[src/rtl/somador_serial_ctrl.sv]
// Bit-serial adder: {cout, soma} = a + b + cin, LSB first, one bit per clock.
// Ports: clk, rst (async, high), start/a/b/cin in; busy, done, soma, cout out.

module SomadorCompleto1Bit (
  input  logic x,
  input  logic y,
  input  logic Cin,
  output logic A,
  output logic Cout
);

  assign A    = x ^ y ^ Cin;
  assign Cout = (x & y) | (x & Cin) | (y & Cin);

endmodule

module somador_serial_ctrl #(
  parameter int WIDTH = 8
) (
  input  logic             clk,
  input  logic             rst,
  input  logic             start,
  input  logic [WIDTH-1:0] a,
  input  logic [WIDTH-1:0] b,
  input  logic             cin,
  output logic             busy,
  output logic             done,
  output logic [WIDTH-1:0] soma,
  output logic             cout
);

  localparam int CW = (WIDTH > 1) ? $clog2(WIDTH) : 1;
  localparam logic [CW-1:0] LAST = CW'(WIDTH - 1);

  typedef enum logic [1:0] {
    IDLE  = 2'b00,
    SHIFT = 2'b01,
    DONE  = 2'b10
  } state_t;

  state_t state, state_nx;

  logic [WIDTH-1:0] sa;
  logic [WIDTH-1:0] sb;
  logic [WIDTH-1:0] sr;
  logic             carry;
  logic [CW-1:0]    cnt;

  logic             sum_bit;
  logic             carry_nx;
  logic             last;
  logic [WIDTH-1:0] sr_nx;

  SomadorCompleto1Bit u_fa (
    .x    (sa[0]),
    .y    (sb[0]),
    .Cin  (carry),
    .A    (sum_bit),
    .Cout (carry_nx)
  );

  assign last  = (cnt == LAST);
  assign sr_nx = {sum_bit, sr[WIDTH-1:1]};

  always_comb begin
    state_nx = IDLE;
    busy     = 1'b0;
    done     = 1'b0;
    unique case (state)
      IDLE: begin
        state_nx = start ? SHIFT : IDLE;
      end
      SHIFT: begin
        busy     = 1'b1;
        state_nx = last ? DONE : SHIFT;
      end
      DONE: begin
        busy     = 1'b1;
        done     = 1'b1;
        state_nx = IDLE;
      end
      default: begin
        state_nx = IDLE;
      end
    endcase
  end

  always_ff @(posedge clk or posedge rst) begin
    if (rst) begin
      state <= IDLE;
    end else begin
      state <= state_nx;
    end
  end

  // Datapath. soma/cout only update on the final shift edge so they
  // hold the previous result for the whole of the next operation.
  always_ff @(posedge clk or posedge rst) begin
    if (rst) begin
      sa    <= '0;
      sb    <= '0;
      sr    <= '0;
      carry <= 1'b0;
      cnt   <= '0;
      soma  <= '0;
      cout  <= 1'b0;
    end else begin
      unique case (state)
        IDLE: begin
          if (start) begin
            sa    <= a;
            sb    <= b;
            sr    <= '0;
            carry <= cin;
            cnt   <= '0;
          end
        end
        SHIFT: begin
          sa    <= sa >> 1;
          sb    <= sb >> 1;
          sr    <= sr_nx;
          carry <= carry_nx;
          cnt   <= cnt + 1'b1;
          if (last) begin
            soma <= sr_nx;
            cout <= carry_nx;
          end
        end
        default: begin
        end
      endcase
    end
  end

endmodule

[config.mk]
export PLATFORM = sky130hd
export DESIGN_NAME = somador_serial_ctrl
export DESIGN_NICKNAME = d
export VERILOG_FILES = /design/src/rtl/somador_serial_ctrl.sv
export SDC_FILE = /design/constraint.sdc
export NUM_CORES = 1
export LEC_CHECK = 0
export ABC_CLOCK_PERIOD_IN_PS = 4300
export CORE_MARGIN = 2
export CORE_UTILIZATION = 40
export DETAILED_ROUTE_END_ITERATION = 7
export PLACE_DENSITY = 0.69
export SLEW_MARGIN = 10
export SYNTH_ARGS = -nofsm -noshare
export SYNTH_HDL_FRONTEND = slang
export SYNTH_HIERARCHICAL = 1
export SYNTH_SLANG_ARGS = --single-unit
[constraint.sdc]
create_clock -name clk -period 4.3 [get_ports clk]
set_input_delay 0.645 -clock clk [delete_from_list [all_inputs] [get_ports clk]]
set_output_delay 0.645 -clock clk [all_outputs]
set_load 0.03 [all_outputs]
# ---- Word level (Yosys, flattened, before mapping)
# Index checks and enable logic that the tools add are counted.
dict set report totals {
  ff_bits 39
  inputBits 20
  elab_cells 40
}
dict set report classes {
  n_addsub 1
  eq_ne 4
  muxes 15
  bitwise_logic 7
  n_reduce_logical 5
}
# op count
set op_table {}
lappend op_table {{case mux 8 bit (2 select lines)} 3}
lappend op_table {{2-to-1 mux 8 bit} 3}
lappend op_table {{case mux 3 bit (2 select lines)} 1}
lappend op_table {{2-to-1 mux 1 bit} 4}
lappend op_table {{case mux 2 bit (2 select lines)} 1}
lappend op_table {{AND reduction 2 bit} 2}
lappend op_table {{adder 3 x 1 -> 3 bit, second input constant} 1}
lappend op_table {{AND 1 bit} 3}
lappend op_table {{equality test 3 bit, second input constant} 1}
lappend op_table {{2-to-1 mux 3 bit} 1}
lappend op_table {{equality test 2 x 1 -> 1 bit, second input constant} 1}
lappend op_table {{equality test 2 bit, second input constant} 1}
lappend op_table {{zero test 2 bit} 1}
lappend op_table {{2-to-1 mux 2 bit} 1}
lappend op_table {{inequality test 2 bit, second input constant} 1}
lappend op_table {{OR 1 bit} 2}
lappend op_table {{case mux 1 bit (2 select lines)} 1}
lappend op_table {{nonzero test 2 bit} 1}
lappend op_table {{OR reduction 2 bit} 1}
lappend op_table {{XOR 1 bit} 2}

# ---- Longest topological paths before layout
dict set report logic_depth {
  word_depth 4
  mapped_depth 8
  ltp_nobuf 5
}

# ---- By module
# Netlist, hierarchy kept.
# mod instances cells_per_inst area_per_inst_um2 seq_area_each_um2
set modules_own_cells {}
lappend modules_own_cells {somador_serial_ctrl 1 144 1790.5 950.9}
lappend modules_own_cells {SomadorCompleto1Bit 1 1 20.0 0.0}

# ---- Worst setup path after synthesis
# Ideal clock, no wire load.
dict set report synth_timing {
  kind {register to register}
  start {reg state[0]}
  end {reg sa[1]}
  t_arrival_ps 1433
  setup_slack_ps 2773
  path_stages_with_launch 9
  n_path_buf 3
  path_cell_list {dfrtp_1 inv_1 ha_1 buf_4 nand2b_4 buf_6 and2_4 buf_6 a221oi_2}
}
dict set report synth_via {
  elab_chain_cells 3
  word_cells_on_any_way 6
  cone_classes {eq/ne (2); mux (1); reduce/logical (3)}
}
# item line
set synth_lines {}
lappend synth_lines {{start: declaration} 41} ;# state_t state, state_nx;
lappend synth_lines {{start signal: assignment} 92} ;# state <= state_nx;
lappend synth_lines {{equality test 2 x 1 -> 1 bit / zero test 2 bit (equally long branches)} 108} ;# unique case (state)
lappend synth_lines {{nonzero test 2 bit (no source line) / inequality test 2 bit (equally long branches)} -}
lappend synth_lines {{AND reduction 2 bit (no source line)} -}
lappend synth_lines {{end signal: assignment} 119} ;# sa <= sa >> 1;
lappend synth_lines {{end: declaration} 43} ;# logic [WIDTH-1:0] sa;
# Parallel ways exist; a longest one is shown, timed or not.
# A chain may end at the register's enable or synchronous reset.

# ---- Worst setup path in the final report
dict set report layout_timing {
  start {reg state[0]}
  end {reg carry}
}
dict set report layout_via {
  elab_chain_cells 3
  word_cells_on_any_way 6
  cone_classes {eq/ne (2); mux (1); reduce/logical (3)}
}
# item line
set layout_lines {}
lappend layout_lines {{equality test 2 x 1 -> 1 bit / zero test 2 bit (equally long branches)} 108}
lappend layout_lines {{nonzero test 2 bit (no source line) / inequality test 2 bit (equally long branches)} -}
lappend layout_lines {{AND reduction 2 bit (no source line)} -}
lappend layout_lines {{end signal: assignment} 114} ;# carry <= cin;
lappend layout_lines {{end signal: assignment} 122} ;# carry <= carry_nx;
lappend layout_lines {{end: declaration} 46} ;# logic carry;
# Parallel ways exist; a longest one is shown, timed or not.

==> results.json <==
{
  "r2r_slack_ns": 1.98,
  "required_ns": 4.48,
  "die_x_um": 71.3,
  "cp-start-kind": "register",
  "drive_above_1_share_pct": 20.1,
  "status": "finished clean",
  "wl_per_cell_um": 15.3,
  "root_buffer": "clkbuf_8",
  "power_density_nw_per_um2": 807,
  "ys_seq_area_share_pct": 52.5,
  "rsz0062_at_grt": "false",
  "placed_area_um2": 2110,
  "synth_seq_cells": 38,
  "cp-endpoint": "carry",
  "rr_endpoint": "carry",
  "viasPerCell": 5.55,
  "fin_tns_setup_ns": 0,
  "die_area_um2": 5080,
  "gp_congestion": 0.804,
  "instances_no_fill": 226,
  "drcViolationCount": 0,
  "drt_iter0_markers": 71,
  "clock_path_buffers": 2,
  "grt_pass1_wl_um": 6020,
  "cp-end-kind": "register",
  "hpwl_um": 2410,
  "htree_levels": 2,
  "postCtsSetupBuffers": 0,
  "areaGrowthSynthToFinish_pct": 24.4,
  "portBuffers": 30,
  "worstReg2RegStart": "state[0]",
  "cts_tree": "built",
  "critPathKind": "reg -> reg",
  "vdd_drop_max_mv": 0.322,
  "crit_path_start": "state[0]",
  "grt_max_degree": 39,
  "start_util_pct": 41.6,
  "post-route-period-util_pct": 53.9,
  "relSlewSlack_pct": 50.7,
  "grt_pass1_vias": 1334,
  "final-setup-viol-count": 0,
  "clock_latency_ns": 0.29,
  "drtPass1Iterations": 4,
  "ff2ff_path_depth": 5,
  "drtAntennaViolNets": 0,
  "layout.nets": 199,
  "hold_violations": 0,
  "avgSynthCellArea_um2": 12.5,
  "max_freq_ghz": 0.432,
  "dpl.cell_count": 218,
  "cts_buffers": 5,
  "syn-cell-area_um2": 1810,
  "fillCellCount": 366,
  "fin_skew_ns": 0.00763,
  "coreArea_um2": 4350,
  "grt.total_usage_pct": 15.4,
  "synth.yosys.warnings": 6,
  "period_needed_ns": 2.32,
  "design_area_um2": 2250,
  "syn_nets": 171,
  "cp_max_fo": 18,
  "total_power_mw": 1.82,
  "hold_buffers": 0,
  "synth_cell_types": 26,
  "io_pins": 31,
  "die_y_um": 71.3,
  "final_core_util_pct": 51.7,
  "leakage_nw": 0.963,
  "slew_viol_final": 0,
  "diodes": 0,
  "ctsResizeCount": 0,
  "vias": 1254,
  "max_cap_viol_count": 0,
  "antenna_found_initial": 0,
  "hold_class": "reg -> reg",
  "routed_wl_um": 3450,
  "rows": 24,
  "critPathArrivalTime_ns": 2.50,
  "numClockSinks": 38,
  "gr-total-overflow": 0,
  "worst_pin_slew_ns": 0.739,
  "syn_inst": 145,
  "clkSlewWorstSetupHoldPaths_ns": 0.08
}
==> critical path, cell delays in order, from the launching register on <==
cell and delay (ns):
dfrtp_1 0.38, inv_1 0.08, ha_1 0.64, nand2_1 0.53, or3_1 0.46, o221a_2 0.12
==> synthesized netlist by cell type <==
library cell / count / area share, %
a221oi_1: 1 / 0.48
a221oi_2: 11 / 9.1
a22o_1: 9 / 4.4
and2_4: 1 / 0.48
buf_2: 5 / 1.4
buf_4: 2 / 0.83
buf_6: 3 / 1.9
dfrtp_1: 38 / 53
fa_1: 1 / 1.1
ha_1: 5 / 3.5
inv_1: 17 / 3.5
mux2_2: 9 / 5.6
mux2i_4: 1 / 1.2
nand2_1: 4 / 0.83
nand2b_4: 1 / 0.76
nand3_1: 2 / 0.55
nand3b_1: 2 / 0.83
nor2_1: 8 / 1.7
nor3_1: 4 / 1.1
o21ai_0: 4 / 1.1
o21ai_1: 1 / 0.28
o221a_2: 3 / 1.9
o22a_1: 2 / 0.97
o22ai_1: 8 / 2.8
o2bb2ai_1: 2 / 0.97
or3_1: 1 / 0.35
==> per-stage QoR <==
| step | setup WS (ns) | hold WS (ns) |
|---|---|---|
| after floorplan | 2.77 | 0.451 |
| after global placement | 2.05 | 0.472 |
| after detailed placement | 1.95 | 0.477 |
| after CTS | 1.95 | 0.490 |
| after global routing | 1.75 | 0.511 |
| final | 1.98 | 0.491 |
==> per-layer routing <==
layer / GRT usage (%) / vias up / part of all wire, %
li1: - / 588 / -
met4: 7.55 / 0 / 0.67
met2: 26.1 / 34 / 50
met1: 18.6 / 630 / 44
met3: 3.52 / 2 / 5.0
met5: 0 / - / 0
==> cells by family after synthesis <==
family | count (synthesis) | synth area share [%]
AOI/OAI and AO/OA | 41 | 21.9
DFF | 38 | 52.5
buffers and inverters | 27 | 7.60
and+or+nand+nor | 23 | 6.57
muxes | 10 | 6.84
adders and majority gates | 6 | 4.56
==> cell usage in the layout, fill, tap and decap left out, types with 2 or more instances in the layout <==
cell type,instances
a221oi_2,11
a22o_1,9
bufinv_16,2
clkbuf_8,6
clkdlybuf4s50_1,30
dfrtp_1,38
ha_1,5
inv_1,17
mux2_2,9
nand2_1,4
nand3_1,2
nand3b_1,2
nor2_1,8
nor3_1,4
o21ai_0,4
o221a_2,3
o22a_1,2
o22ai_1,8
o2bb2ai_1,2
==> final cells by class <==
class / count / area (µm²) / area share, %
clock inverter: 2 / 60.1 / 2.67
timing repair buffer: 31 / 308 / 13.7
inverter: 17 / 63.8 / 2.83
clock buffer: 6 / 82.6 / 3.67
multi-input combinational: 80 / 722 / 32.1
tap: 52 / 65.1 / 2.89
sequential: 38 / 951 / 42.2
==> state kept, by name (all words and copies together) (netlist names) <==
name and flops:
carry 1, state 2, sa 8, sr 7, sb 8, cnt 3, cout 1, soma 8
==> report_power, final <==
part	internal (mW)	total, mW	switching (mW)
logic	0.388	0.833	0.445
clock network	0.247	0.371	0.123
registers	0.519	0.613	0.0934
total	1.15	1.82	0.662
==> worst min-delay path by stage <==
stage            from      to  slack (ns)  depth (start not counted)
2_1_floorplan  cnt[0]  cnt[0]        0.45                          1
3_3_place_gp   cnt[0]  cnt[0]        0.47                          1
3_5_place_dp   cnt[0]  cnt[0]        0.48                          1
4_1_cts        cnt[0]  cnt[0]        0.49                          1
5_1_grt        cnt[0]  cnt[0]        0.51                          1
6_report       cnt[0]  cnt[0]        0.49                          1
Power figures use the tool's default switching activity.
